[src/rtl/ex_unit_pkg.sv]
// ex_unit_pkg: shared CPU defines used by decode and the execute stage.
// Holds the ALU opcode constants, the divider iteration count, the divider
// state enumeration and a small opcode-classification helper.
package ex_unit_pkg;

    localparam logic [7:0] OP_AND  = 8'h24;
    localparam logic [7:0] OP_OR   = 8'h25;
    localparam logic [7:0] OP_XOR  = 8'h26;
    localparam logic [7:0] OP_NOR  = 8'h27;
    localparam logic [7:0] OP_SLL  = 8'h7C;
    localparam logic [7:0] OP_SRL  = 8'h02;
    localparam logic [7:0] OP_SRA  = 8'h03;
    localparam logic [7:0] OP_SLLV = 8'h04;
    localparam logic [7:0] OP_SRLV = 8'h06;
    localparam logic [7:0] OP_SRAV = 8'h07;
    localparam logic [7:0] OP_ANDI = 8'h59;
    localparam logic [7:0] OP_XORI = 8'h5B;
    localparam logic [7:0] OP_LUI  = 8'h5C;
    localparam logic [7:0] OP_DIV  = 8'h1A;
    localparam logic [7:0] OP_DIVU = 8'h1B;

    // Last value of the 5-bit iteration counter (32 restoring steps).
    localparam logic [4:0] DIV_LAST_ITER = 5'd31;

    typedef enum logic [1:0] {
        DIV_IDLE = 2'd0,
        DIV_BUSY = 2'd1,
        DIV_DONE = 2'd2
    } div_state_e;

    function automatic logic is_div_op(input logic [7:0] op);
        return (op == OP_DIV) || (op == OP_DIVU);
    endfunction

endpackage

[src/rtl/ex_unit_if.sv]
// ex_unit_if: decode <-> execute bundle.
//   decode drives : aluop_i, reg1_i, reg2_i, wreg_i, wd_i, flush_i
//   execute drives: fwd_wdata_o/fwd_wd_o/fwd_wreg_o (combinational forward),
//                   mem_wdata_o/mem_wd_o/mem_wreg_o (registered to memory stage),
//                   hi_o/lo_o/whilo_o (registered HI/LO write), stall_req_o
// modport master = decode side, modport slave = ex_unit side.
interface ex_unit_if;
    import ex_unit_pkg::*;

    logic [7:0]  aluop_i;
    logic [31:0] reg1_i;
    logic [31:0] reg2_i;
    logic        wreg_i;
    logic [4:0]  wd_i;
    logic        flush_i;

    logic [31:0] fwd_wdata_o;
    logic [4:0]  fwd_wd_o;
    logic        fwd_wreg_o;
    logic [31:0] mem_wdata_o;
    logic [4:0]  mem_wd_o;
    logic        mem_wreg_o;
    logic [31:0] hi_o;
    logic [31:0] lo_o;
    logic        whilo_o;
    logic        stall_req_o;

    modport master (
        output aluop_i, reg1_i, reg2_i, wreg_i, wd_i, flush_i,
        input  fwd_wdata_o, fwd_wd_o, fwd_wreg_o,
        input  mem_wdata_o, mem_wd_o, mem_wreg_o,
        input  hi_o, lo_o, whilo_o, stall_req_o
    );

    modport slave (
        input  aluop_i, reg1_i, reg2_i, wreg_i, wd_i, flush_i,
        output fwd_wdata_o, fwd_wd_o, fwd_wreg_o,
        output mem_wdata_o, mem_wd_o, mem_wreg_o,
        output hi_o, lo_o, whilo_o, stall_req_o
    );

endinterface

[src/rtl/ex_unit_div_iter.sv]
// div_iter: iterative restoring divider, one quotient bit per BUSY cycle.
//   in : clk, rst (sync, active-high), start, signed_op, dividend, divisor, flush
//   out: busy (stall request), done (one cycle, result valid), quotient, remainder
//
// state    | meaning
// DIV_IDLE | waiting for start; magnitudes captured on the start cycle
// DIV_BUSY | one restoring step per cycle, counter 0..31
// DIV_DONE | sign-corrected result presented for one cycle
module div_iter
    import ex_unit_pkg::*;
(
    input  logic        clk,
    input  logic        rst,
    input  logic        start,
    input  logic        signed_op,
    input  logic [31:0] dividend,
    input  logic [31:0] divisor,
    input  logic        flush,
    output logic        busy,
    output logic        done,
    output logic [31:0] quotient,
    output logic [31:0] remainder
);

    div_state_e  state_q, state_d;
    logic [4:0]  cnt_q;
    logic [31:0] quot_q;
    logic [31:0] rem_q;
    logic [31:0] dvs_q;
    logic        neg_quot_q;
    logic        neg_rem_q;

    logic [31:0] dvd_mag;
    logic [31:0] dvs_mag;
    logic [32:0] partial;
    logic [32:0] diff;
    logic        fit;

    assign dvd_mag = (signed_op && dividend[31]) ? (~dividend + 32'd1) : dividend;
    assign dvs_mag = (signed_op && divisor[31])  ? (~divisor + 32'd1)  : divisor;

    // Remainder shifted left with the next dividend bit; rem_q < dvs_q keeps
    // this inside 33 bits.
    assign partial = {rem_q, quot_q[31]};
    assign fit     = (partial >= {1'b0, dvs_q});
    assign diff    = partial - {1'b0, dvs_q};

    always_ff @(posedge clk) begin
        if (rst) begin
            state_q <= DIV_IDLE;
        end else begin
            state_q <= state_d;
        end
    end

    always_comb begin
        state_d = state_q;
        busy    = 1'b0;
        case (state_q)
            DIV_IDLE: begin
                if (start && !flush) begin
                    busy    = 1'b1;
                    // A zero divisor has a fixed answer, no iterations needed.
                    state_d = (divisor == 32'd0) ? DIV_DONE : DIV_BUSY;
                end
            end
            DIV_BUSY: begin
                busy = 1'b1;
                if (cnt_q == DIV_LAST_ITER) begin
                    state_d = DIV_DONE;
                end
            end
            DIV_DONE: begin
                state_d = DIV_IDLE;
            end
            default: begin
                state_d = DIV_IDLE;
            end
        endcase
        if (flush) begin
            state_d = DIV_IDLE;
            busy    = 1'b0;
        end
    end

    always_ff @(posedge clk) begin
        if (rst) begin
            cnt_q      <= '0;
            quot_q     <= '0;
            rem_q      <= '0;
            dvs_q      <= '0;
            neg_quot_q <= 1'b0;
            neg_rem_q  <= 1'b0;
        end else if (flush) begin
            cnt_q <= '0;
        end else begin
            case (state_q)
                DIV_IDLE: begin
                    if (start) begin
                        cnt_q <= '0;
                        if (divisor == 32'd0) begin
                            // Raw dividend pattern goes straight to the remainder.
                            quot_q     <= 32'hFFFF_FFFF;
                            rem_q      <= dividend;
                            neg_quot_q <= 1'b0;
                            neg_rem_q  <= 1'b0;
                        end else begin
                            quot_q     <= dvd_mag;
                            rem_q      <= '0;
                            dvs_q      <= dvs_mag;
                            neg_quot_q <= signed_op && (dividend[31] ^ divisor[31]);
                            neg_rem_q  <= signed_op && dividend[31];
                        end
                    end
                end
                DIV_BUSY: begin
                    quot_q <= {quot_q[30:0], fit};
                    rem_q  <= fit ? diff[31:0] : partial[31:0];
                    cnt_q  <= cnt_q + 5'd1;
                end
                default: begin
                end
            endcase
        end
    end

    assign done      = (state_q == DIV_DONE) && !flush;
    assign quotient  = neg_quot_q ? (~quot_q + 32'd1) : quot_q;
    assign remainder = neg_rem_q  ? (~rem_q + 32'd1)  : rem_q;

endmodule

[src/rtl/ex_unit.sv]
// ex_unit: execute stage. Logic/shift/lui results are produced combinationally
// for forwarding and registered toward the memory stage; div/divu run on the
// iterative divider and write HI/LO once per division.
//   clk, rst    : clock, synchronous active-high reset
//   bus (slave) : decode inputs, forward/memory/HI-LO outputs, stall request
module ex_unit
    import ex_unit_pkg::*;
(
    input  logic     clk,
    input  logic     rst,
    ex_unit_if.slave bus
);

    logic [31:0] alu_res;
    logic        op_writes;
    logic [4:0]  shamt;
    logic        div_start;
    logic        div_signed;
    logic        div_busy;
    logic        div_done;
    logic [31:0] div_quot;
    logic [31:0] div_rem;

    assign shamt = bus.reg1_i[4:0];

    always_comb begin
        alu_res   = '0;
        op_writes = 1'b1;
        case (bus.aluop_i)
            OP_AND, OP_ANDI:  alu_res = bus.reg1_i & bus.reg2_i;
            OP_OR:            alu_res = bus.reg1_i | bus.reg2_i;
            OP_XOR, OP_XORI:  alu_res = bus.reg1_i ^ bus.reg2_i;
            OP_NOR:           alu_res = ~(bus.reg1_i | bus.reg2_i);
            OP_SLL, OP_SLLV:  alu_res = bus.reg2_i << shamt;
            OP_SRL, OP_SRLV:  alu_res = bus.reg2_i >> shamt;
            OP_SRA, OP_SRAV:  alu_res = $signed(bus.reg2_i) >>> shamt;
            OP_LUI:           alu_res = {bus.reg2_i[15:0], 16'h0000};
            // div/divu write HI/LO only; unknown opcodes write nothing.
            default:          op_writes = 1'b0;
        endcase
    end

    assign div_start  = is_div_op(bus.aluop_i);
    assign div_signed = (bus.aluop_i == OP_DIV);

    div_iter u_div_iter (
        .clk       (clk),
        .rst       (rst),
        .start     (div_start),
        .signed_op (div_signed),
        .dividend  (bus.reg1_i),
        .divisor   (bus.reg2_i),
        .flush     (bus.flush_i),
        .busy      (div_busy),
        .done      (div_done),
        .quotient  (div_quot),
        .remainder (div_rem)
    );

    assign bus.fwd_wdata_o = alu_res;
    assign bus.fwd_wd_o    = bus.wd_i;
    assign bus.fwd_wreg_o  = bus.wreg_i && op_writes && !rst && !bus.flush_i;
    assign bus.stall_req_o = div_busy && !rst;

    always_ff @(posedge clk) begin
        if (rst || bus.flush_i) begin
            bus.mem_wdata_o <= '0;
            bus.mem_wd_o    <= '0;
            bus.mem_wreg_o  <= 1'b0;
        end else begin
            bus.mem_wdata_o <= alu_res;
            bus.mem_wd_o    <= bus.wd_i;
            bus.mem_wreg_o  <= bus.fwd_wreg_o;
        end
    end

    always_ff @(posedge clk) begin
        if (rst) begin
            bus.hi_o    <= '0;
            bus.lo_o    <= '0;
            bus.whilo_o <= 1'b0;
        end else if (div_done) begin
            bus.hi_o    <= div_rem;
            bus.lo_o    <= div_quot;
            bus.whilo_o <= 1'b1;
        end else begin
            bus.whilo_o <= 1'b0;
        end
    end

endmodule

[src/flat_wrapper.sv]
// flat-port wrapper written by rule: the top's interface ports become plain ports
module ex_unit_flat import ex_unit_pkg::*;
  (clk, rst, bus_aluop_i, bus_reg1_i, bus_reg2_i, bus_wreg_i, bus_wd_i, bus_flush_i, bus_fwd_wdata_o, bus_fwd_wd_o, bus_fwd_wreg_o, bus_mem_wdata_o, bus_mem_wd_o, bus_mem_wreg_o, bus_hi_o, bus_lo_o, bus_whilo_o, bus_stall_req_o);
  ex_unit_if bus_i ();
  input  logic clk;
  input  logic rst;
  input wire logic [$bits(bus_i.aluop_i)-1:0] bus_aluop_i;
  input wire logic [$bits(bus_i.reg1_i)-1:0] bus_reg1_i;
  input wire logic [$bits(bus_i.reg2_i)-1:0] bus_reg2_i;
  input wire logic [$bits(bus_i.wreg_i)-1:0] bus_wreg_i;
  input wire logic [$bits(bus_i.wd_i)-1:0] bus_wd_i;
  input wire logic [$bits(bus_i.flush_i)-1:0] bus_flush_i;
  output wire logic [$bits(bus_i.fwd_wdata_o)-1:0] bus_fwd_wdata_o;
  output wire logic [$bits(bus_i.fwd_wd_o)-1:0] bus_fwd_wd_o;
  output wire logic [$bits(bus_i.fwd_wreg_o)-1:0] bus_fwd_wreg_o;
  output wire logic [$bits(bus_i.mem_wdata_o)-1:0] bus_mem_wdata_o;
  output wire logic [$bits(bus_i.mem_wd_o)-1:0] bus_mem_wd_o;
  output wire logic [$bits(bus_i.mem_wreg_o)-1:0] bus_mem_wreg_o;
  output wire logic [$bits(bus_i.hi_o)-1:0] bus_hi_o;
  output wire logic [$bits(bus_i.lo_o)-1:0] bus_lo_o;
  output wire logic [$bits(bus_i.whilo_o)-1:0] bus_whilo_o;
  output wire logic [$bits(bus_i.stall_req_o)-1:0] bus_stall_req_o;
  assign bus_i.aluop_i = bus_aluop_i;
  assign bus_i.reg1_i = bus_reg1_i;
  assign bus_i.reg2_i = bus_reg2_i;
  assign bus_i.wreg_i = bus_wreg_i;
  assign bus_i.wd_i = bus_wd_i;
  assign bus_i.flush_i = bus_flush_i;
  assign bus_fwd_wdata_o = bus_i.fwd_wdata_o;
  assign bus_fwd_wd_o = bus_i.fwd_wd_o;
  assign bus_fwd_wreg_o = bus_i.fwd_wreg_o;
  assign bus_mem_wdata_o = bus_i.mem_wdata_o;
  assign bus_mem_wd_o = bus_i.mem_wd_o;
  assign bus_mem_wreg_o = bus_i.mem_wreg_o;
  assign bus_hi_o = bus_i.hi_o;
  assign bus_lo_o = bus_i.lo_o;
  assign bus_whilo_o = bus_i.whilo_o;
  assign bus_stall_req_o = bus_i.stall_req_o;
  ex_unit u_core (.clk(clk), .rst(rst), .bus(bus_i));
endmodule
[config.mk]
export PLATFORM = sky130hd
export DESIGN_NAME = ex_unit_flat
export DESIGN_NICKNAME = d
export VERILOG_FILES = /design/src/rtl/ex_unit_pkg.sv /design/src/rtl/ex_unit_if.sv /design/src/rtl/ex_unit_div_iter.sv /design/src/rtl/ex_unit.sv /design/src/flat_wrapper.sv
export SDC_FILE = /design/constraint.sdc
export NUM_CORES = 1
export LEC_CHECK = 0
export CAP_MARGIN = 10
export CORE_ASPECT_RATIO = 0.75
export CORE_MARGIN = 4
export CORE_UTILIZATION = 44
export CTS_BUF_LIST = sky130_fd_sc_hd__clkbuf_2
export CTS_CLUSTER_SIZE = 10
export DETAILED_ROUTE_END_ITERATION = 10
export DONT_BUFFER_PORTS = 1
export PLACE_DENSITY = 0.62
export SLEW_MARGIN = 20
export SYNTH_ARGS = -nofsm -noshare
export SYNTH_HDL_FRONTEND = slang
export SYNTH_SLANG_ARGS = --single-unit
export TNS_END_PERCENT = 1
[constraint.sdc]
create_clock -name clk -period 3.09 [get_ports clk]
set_clock_uncertainty 0.05 [all_clocks]
set_input_delay 0.4635 -clock clk [delete_from_list [all_inputs] [get_ports clk]]
set_output_delay 0.4635 -clock clk [all_outputs]
set_load 0.01 [all_outputs]
# [After elaboration in Yosys (flattened, before gate mapping)]
# Cells that the tools add are included.
[word_totals] regBits=208 in_bits=81 out_inout_bits=142 elab_cells=108
[op_classes] addsub=6 n_lt_le_gt_ge=1 n_eq_ne=21 shifts=3 mux=25 bitwise_logic=11 reduce_logical=28
[ops] cell="$mux W32" count=9
[ops] cell="$pmux W32 S8" count=1
[ops] cell="$not A32 Y32" count=5
[ops] cell="$add A32 B1 Y32 const B" count=4
[ops] cell="$pmux W32 S2" count=2
[ops] cell="$ge A33 B32 Y1" count=1
[ops] cell="$and A32 B32 Y32" count=1
[ops] cell="$eq A8 B6 Y1 const B" count=4
[ops] cell="$eq A8 B7 Y1 const B" count=4
[ops] cell="$logic_not A32 Y1" count=1
[ops] cell="$or A32 B32 Y32" count=1
[ops] cell="$shl A32 B5 Y32" count=1
[ops] cell="$shr A32 B5 Y32" count=1
[ops] cell="$sshr A32 B5 Y32" count=1
[ops] cell="$sub A32 B32 Y32" count=1
[ops] cell="$xor A32 B32 Y32" count=1
[ops] cell="$eq A8 B3 Y1 const B" count=3
[ops] cell="$eq A8 B2 Y1 const B" count=2
[ops] cell="$eq A8 B5 Y1 const B" count=2
[ops] cell="$reduce_or A13 Y1" count=1
[ops] cell="$reduce_or A2 Y1" count=6
[ops] cell="$pmux W5 S2" count=1
[ops] cell="$logic_and A1 B1 Y1" count=9
[ops] cell="$mux W1" count=6
[ops] cell="other kinds (18)" count=27

# [Logic depth before layout (Yosys ltp)]
[depth] word_depth=7 ltp_mapped=13 mapped_depth_nobuf=12

# [Modules after synthesis]
# From an unflattened synthesis, not the netlist that was laid out.
[hier_totals] cells_unflattened=2474 area_unflattened_um2=19650.1
[modules_own_cells] mod="ex_unit" instances=1 cells_per_inst=1232 area_each_um2=10642.7 seq_area_each_um2=2062.0
[modules_own_cells] mod="div_iter" instances=1 cells_per_inst=1242 area_each_um2=9007.4 seq_area_each_um2=2102.0

# [Least setup slack after synthesis]
# Ideal clock, no wire load.
[synth_timing] kind="reg-to-reg" startpoint="register u_core.u_div_iter.rem_q[19]" endpoint="register u_core.u_div_iter.rem_q[25]" setup_ns=0.086 arrival_ns=3.034 required_time_ns=2.954 setup_slack_ns=-0.079 path_stages_with_launch=13 path_buffers=2 synth_period_minus_slack_ns=3.169 cell_sequence="dfxtp_1 ha_1 buf_2 a21o_1 a21oi_1 a21boi_0 o21ai_0 a41o_1 o21a_1 o21ai_2 buf_4 mux2_2 a211oi_1"
[synth_via] elab_chain_len=3 elab_cells_between_ends=4 classes_between="add/sub (1); order compare (1); mux (2)"
[synth_rtl] item="start, declared" line="ex_unit_div_iter.sv:28" text="logic [31:0] rem_q;"
[synth_rtl] item="start signal, assigned" line="ex_unit_div_iter.sv:104" text="rem_q <= dividend;"
[synth_rtl] item="start signal, assigned" line="ex_unit_div_iter.sv:118" text="rem_q <= fit ? diff[31:0] : partial[31:0];"
[synth_rtl] item="$sub A32 B32 Y32 or $ge A33 B32 Y1 (tied branches)" line="ex_unit_div_iter.sv:46, ex_unit_div_iter.sv:45"
[synth_rtl] item="$mux W32 (*)" line="ex_unit_div_iter.sv:118"
[synth_rtl] item="$pmux W32 S2 (*)" line="ex_unit_div_iter.sv:97" text="case (state_q)"
# Mark *: on every way between the ends. The rest lies on a longest branch, timed or not.
# A chain may end at the register's enable or synchronous reset.

# [Final worst setup path]
[layout_timing] startpoint="register u_core.u_div_iter.dvs_q[15]" endpoint="register u_core.u_div_iter.rem_q[23]"
[layout_via] elab_chain_len=3 elab_cells_between_ends=4 classes_between="add/sub (1); order compare (1); mux (2)"
[layout_rtl] item="start, declared" line="ex_unit_div_iter.sv:29" text="logic [31:0] dvs_q;"
[layout_rtl] item="start signal, assigned" line="ex_unit_div_iter.sv:110" text="dvs_q <= dvs_mag;"
[layout_rtl] item="$sub A32 B32 Y32 or $ge A33 B32 Y1 (tied branches)" line="ex_unit_div_iter.sv:46, ex_unit_div_iter.sv:45"
[layout_rtl] item="$mux W32 (*)" line="ex_unit_div_iter.sv:118"
[layout_rtl] item="$pmux W32 S2 (*)" line="ex_unit_div_iter.sv:97"
# Marked as above.

==> run metrics <==
Comb power frac=23.6%; crit path launch type=flop; setup TNS=-120 ps; Die Height=183 um; worst slew pin tran=901 ps; pin count of the biggest net entering global routing=169; IO Pins=223; worst hold slack=8.54 ps; status=complete, but fails checks; DRT iter0 DRCs=2663; CTS tree=yes; share of post-route cells with drive strength above 1=18.0%; clock latency on the worst-skew pair=1050 ps; HPWL after detailed placement=63200 um; Post-Syn Area=18100 um2; Post-synth EDFFs=0; vias in the first global route=19427; Net Sw Power=2.07 mW; clock slew at reported path FFs=120 ps; final setup vio count=6; synthesized flop and latch total=208; Avg WL per Cell=27.9 um; Final min period=3120 ps; Final Core Density=58.3%; Area growth, synth to finish=29.2%; Worst Slack Setup Final=-29.8 ps; antenna violations before repair=5; maximum achievable frequency=321 MHz; Internal=3.91 mW; Die W=242 um; final instance area=23300 um2; Seq/Total Area, Yosys=23.0%; RePlAce Congestion=1.02; Cell Rows=63; Remaining DRCs=0; Vias=21013; type of the tightest min-delay check=in -> reg; starting density of the core=45.1%; Post-synth ARST share=0%; Via density=6.48; final hold viol count=0; failing checks=setup timing; full die area=44400 um2; gr usage total=38.0%; CP Data Arrival Time=3970 ps; crit path max fanout=8; top_reg_cell synth=dfxtp_1; H-tree depth=2; Critical Path RT=3940 ps; maximum VDD drop=0.215 mV; sequential share of power=45.2%; post-layout net count=2878; Port Buffers=0; Pre-antenna DRT Iters=8; Crit Path Class=reg -> reg; Mapped Avg Cell Area=7.71 um2; PD cells=256 nW/um2; Final period util=101%; clock share of power=31.2%; worst-path cell chain=inv_1, ha_1, nand4_1, or4_4, nand3b_1, a21o_1, and3_2, a21oi_4, buf_6, o21ai_0, a211oi_1; clk root buf=clkbuf_2; Pleak=10.0 nW; placed instance area=20200 um2; final WL=90300 um; global-route wire length before repair=129000 um; Yosys cell types=80; syn nets=2529; post-route ant nets=0; cell count after synthesis=2344; Pins Over Slew Limit=0; RSZ-0062 raised after global routing=yes; clock buffer count from CTS=52; total global routing overflow=0; Yosys warnings=0; Crit. End Element=flop; Slew HR=39.5%; core area=40000 um2; Max-Cap Viols=0; Placement Setup Slack=-221 ps; clock tree buffer depth=3; # clock sinks=208; critical path's largest stage delay=560 ps; Net Sw Frac=34.6%; Crit-path slowest cell=or4_4
## cell usage in the layout (no fill, tap or decap), drive strengths merged, types with 29 or more instances in the layout
| cell | instances |
|---|---|
| a211oi | 122 |
| a21oi | 177 |
| and2 | 47 |
| buf | 263 |
| clkbuf | 66 |
| dfxtp | 208 |
| dlygate4sd3 | 228 |
| ha | 103 |
| inv | 112 |
| mux2i | 72 |
| mux4 | 48 |
| nand2 | 173 |
| nand3 | 30 |
| nor2 | 313 |
| nor3 | 51 |
| o21ai | 124 |
| o221ai | 29 |
| xnor2 | 84 |
| xor2 | 67 |
## synth_stat cells, types with 15 or more instances
library cell	count	area, um2
nor2_1	313	1170
dfxtp_1	208	4160
a21oi_1	176	881
nand2_1	173	649
clkbuf_1	148	556
a211oi_1	122	916
o21ai_0	122	611
inv_1	109	409
ha_1	103	1290
xnor2_1	84	736
mux2i_1	72	721
xor2_1	67	587
nor3_1	49	245
mux4_2	48	1080
and2_1	46	288
nand3_1	30	150
o221ai_1	29	254
o31ai_1	27	203
a31oi_1	26	163
buf_2	24	120
a211o_1	23	201
o211ai_1	21	158
a21o_1	18	135
a22oi_1	18	135
buf_1	18	67.6
o41ai_1	17	149
nand4_1	16	100
or4_1	16	120
a221oi_1	15	131
and3_1	15	93.8
nor4_1	15	93.8
or3_1	15	93.8
## power by group through the flow
| stage | Clock (mW) | Combinational [mW] | Sequential, mW |
|---|---|---|---|
| floorplan | 0 | 0.854 | 2.76 |
| global placement | 0 | 1.15 | 2.76 |
| detailed placement | 0 | 1.15 | 2.76 |
| CTS | 1.89 | 1.27 | 2.70 |
| global route | 2.02 | 1.48 | 2.70 |
| finish | 1.86 | 1.41 | 2.70 |
## area by class of cell
class                      count  area, um2
clock inverter                14       67.6
sequential                   208       4180
tap                          520        651
multi-input combinational   1826      13100
antenna                        3       7.51
fill                        3717      16700
clock buffer                  66        330
timing repair buffer         492       4620
inverter                     113        424
## metal layers
layer / vias up / part of all wire, % / track usage, % / wire [um]
li1: 9276 / - / - / -
met2: 1368 / 40 / 54.6 / 36200
met3: 175 / 15 / 15.3 / 13500
met4: 2 / 2.6 / 8.15 / 2380
met1: 10192 / 42 / 53.6 / 38300
met5: - / 0.013 / 2.00 / 12
## stage by stage
step	cells	total power, mW
after floorplan	2344	3.62
after global placement	2920	3.92
after detailed placement	2921	3.92
after CTS	3214	5.86
after global routing	3241	6.20
final	3242	5.98
## path summary, 6_finish.rpt
path | cells past startpoint | slack, ps | endpoint | from
min | 5 | 9 | u_core.u_div_iter.rem_q[24] | bus_reg2_i[25]
min reg2reg | 2 | 460 | u_core.u_div_iter.cnt_q[2] | u_core.u_div_iter.cnt_q[2]
max reg2reg | 11 | -30 | u_core.u_div_iter.rem_q[23] | u_core.u_div_iter.dvs_q[15]
max | 11 | -30 | u_core.u_div_iter.rem_q[23] | u_core.u_div_iter.dvs_q[15]
## flip-flops by register name (all words and copies together) (netlist names)
name and count:
u_core.u_div_iter.rem_q 32, u_core.u_div_iter.cnt_q 5, u_core.u_div_iter.quot_q 32, u_core.bus.mem_wdata_o 32, u_core.bus.hi_o 32, u_core.bus.whilo_o 1
u_core.bus.lo_o 32, u_core.u_div_iter.dvs_q 32, u_core.bus.mem_wreg_o 1, u_core.bus.mem_wd_o 5, u_core.u_div_iter.neg_quot_q 1, u_core.u_div_iter.state_q 2
u_core.u_div_iter.neg_rem_q 1
## worst max-delay path, delay by kind of cell, from the launching register on
| family | cells | cell delay, ps |
|---|---|---|
| AND/OR/NAND/NOR | 4 | 1230 |
| AO/OA/AOI/OAI | 4 | 800 |
| flip-flops | 1 | 350 |
| adder cells (fa/ha/maj) | 1 | 290 |
| buffers and inverters | 2 | 230 |
## kinds of logic (layout without fill, tap and decap cells)
family,after synthesis,after routing,synth area share (%)
muxes,133,133,10.8
xor gates and xnor gates,151,151,7.32
adders and majority gates,104,104,7.24
buffers and inverters,311,685,6.78
other,0,3,0
and+or+nand+nor,733,734,18.6
AOI/OAI and AO/OA,704,704,26.2
DFF,208,208,23.0
## repair_timing
item	CTS	global route
buffers inserted	0	5
setup endpoints to repair	18	79
hold endpoints to repair	208	62
hold buffers	213	19
gates resized for setup	11	77
cloned	0	1
pin swaps	1	12
Power figures use the tool's default switching activity.
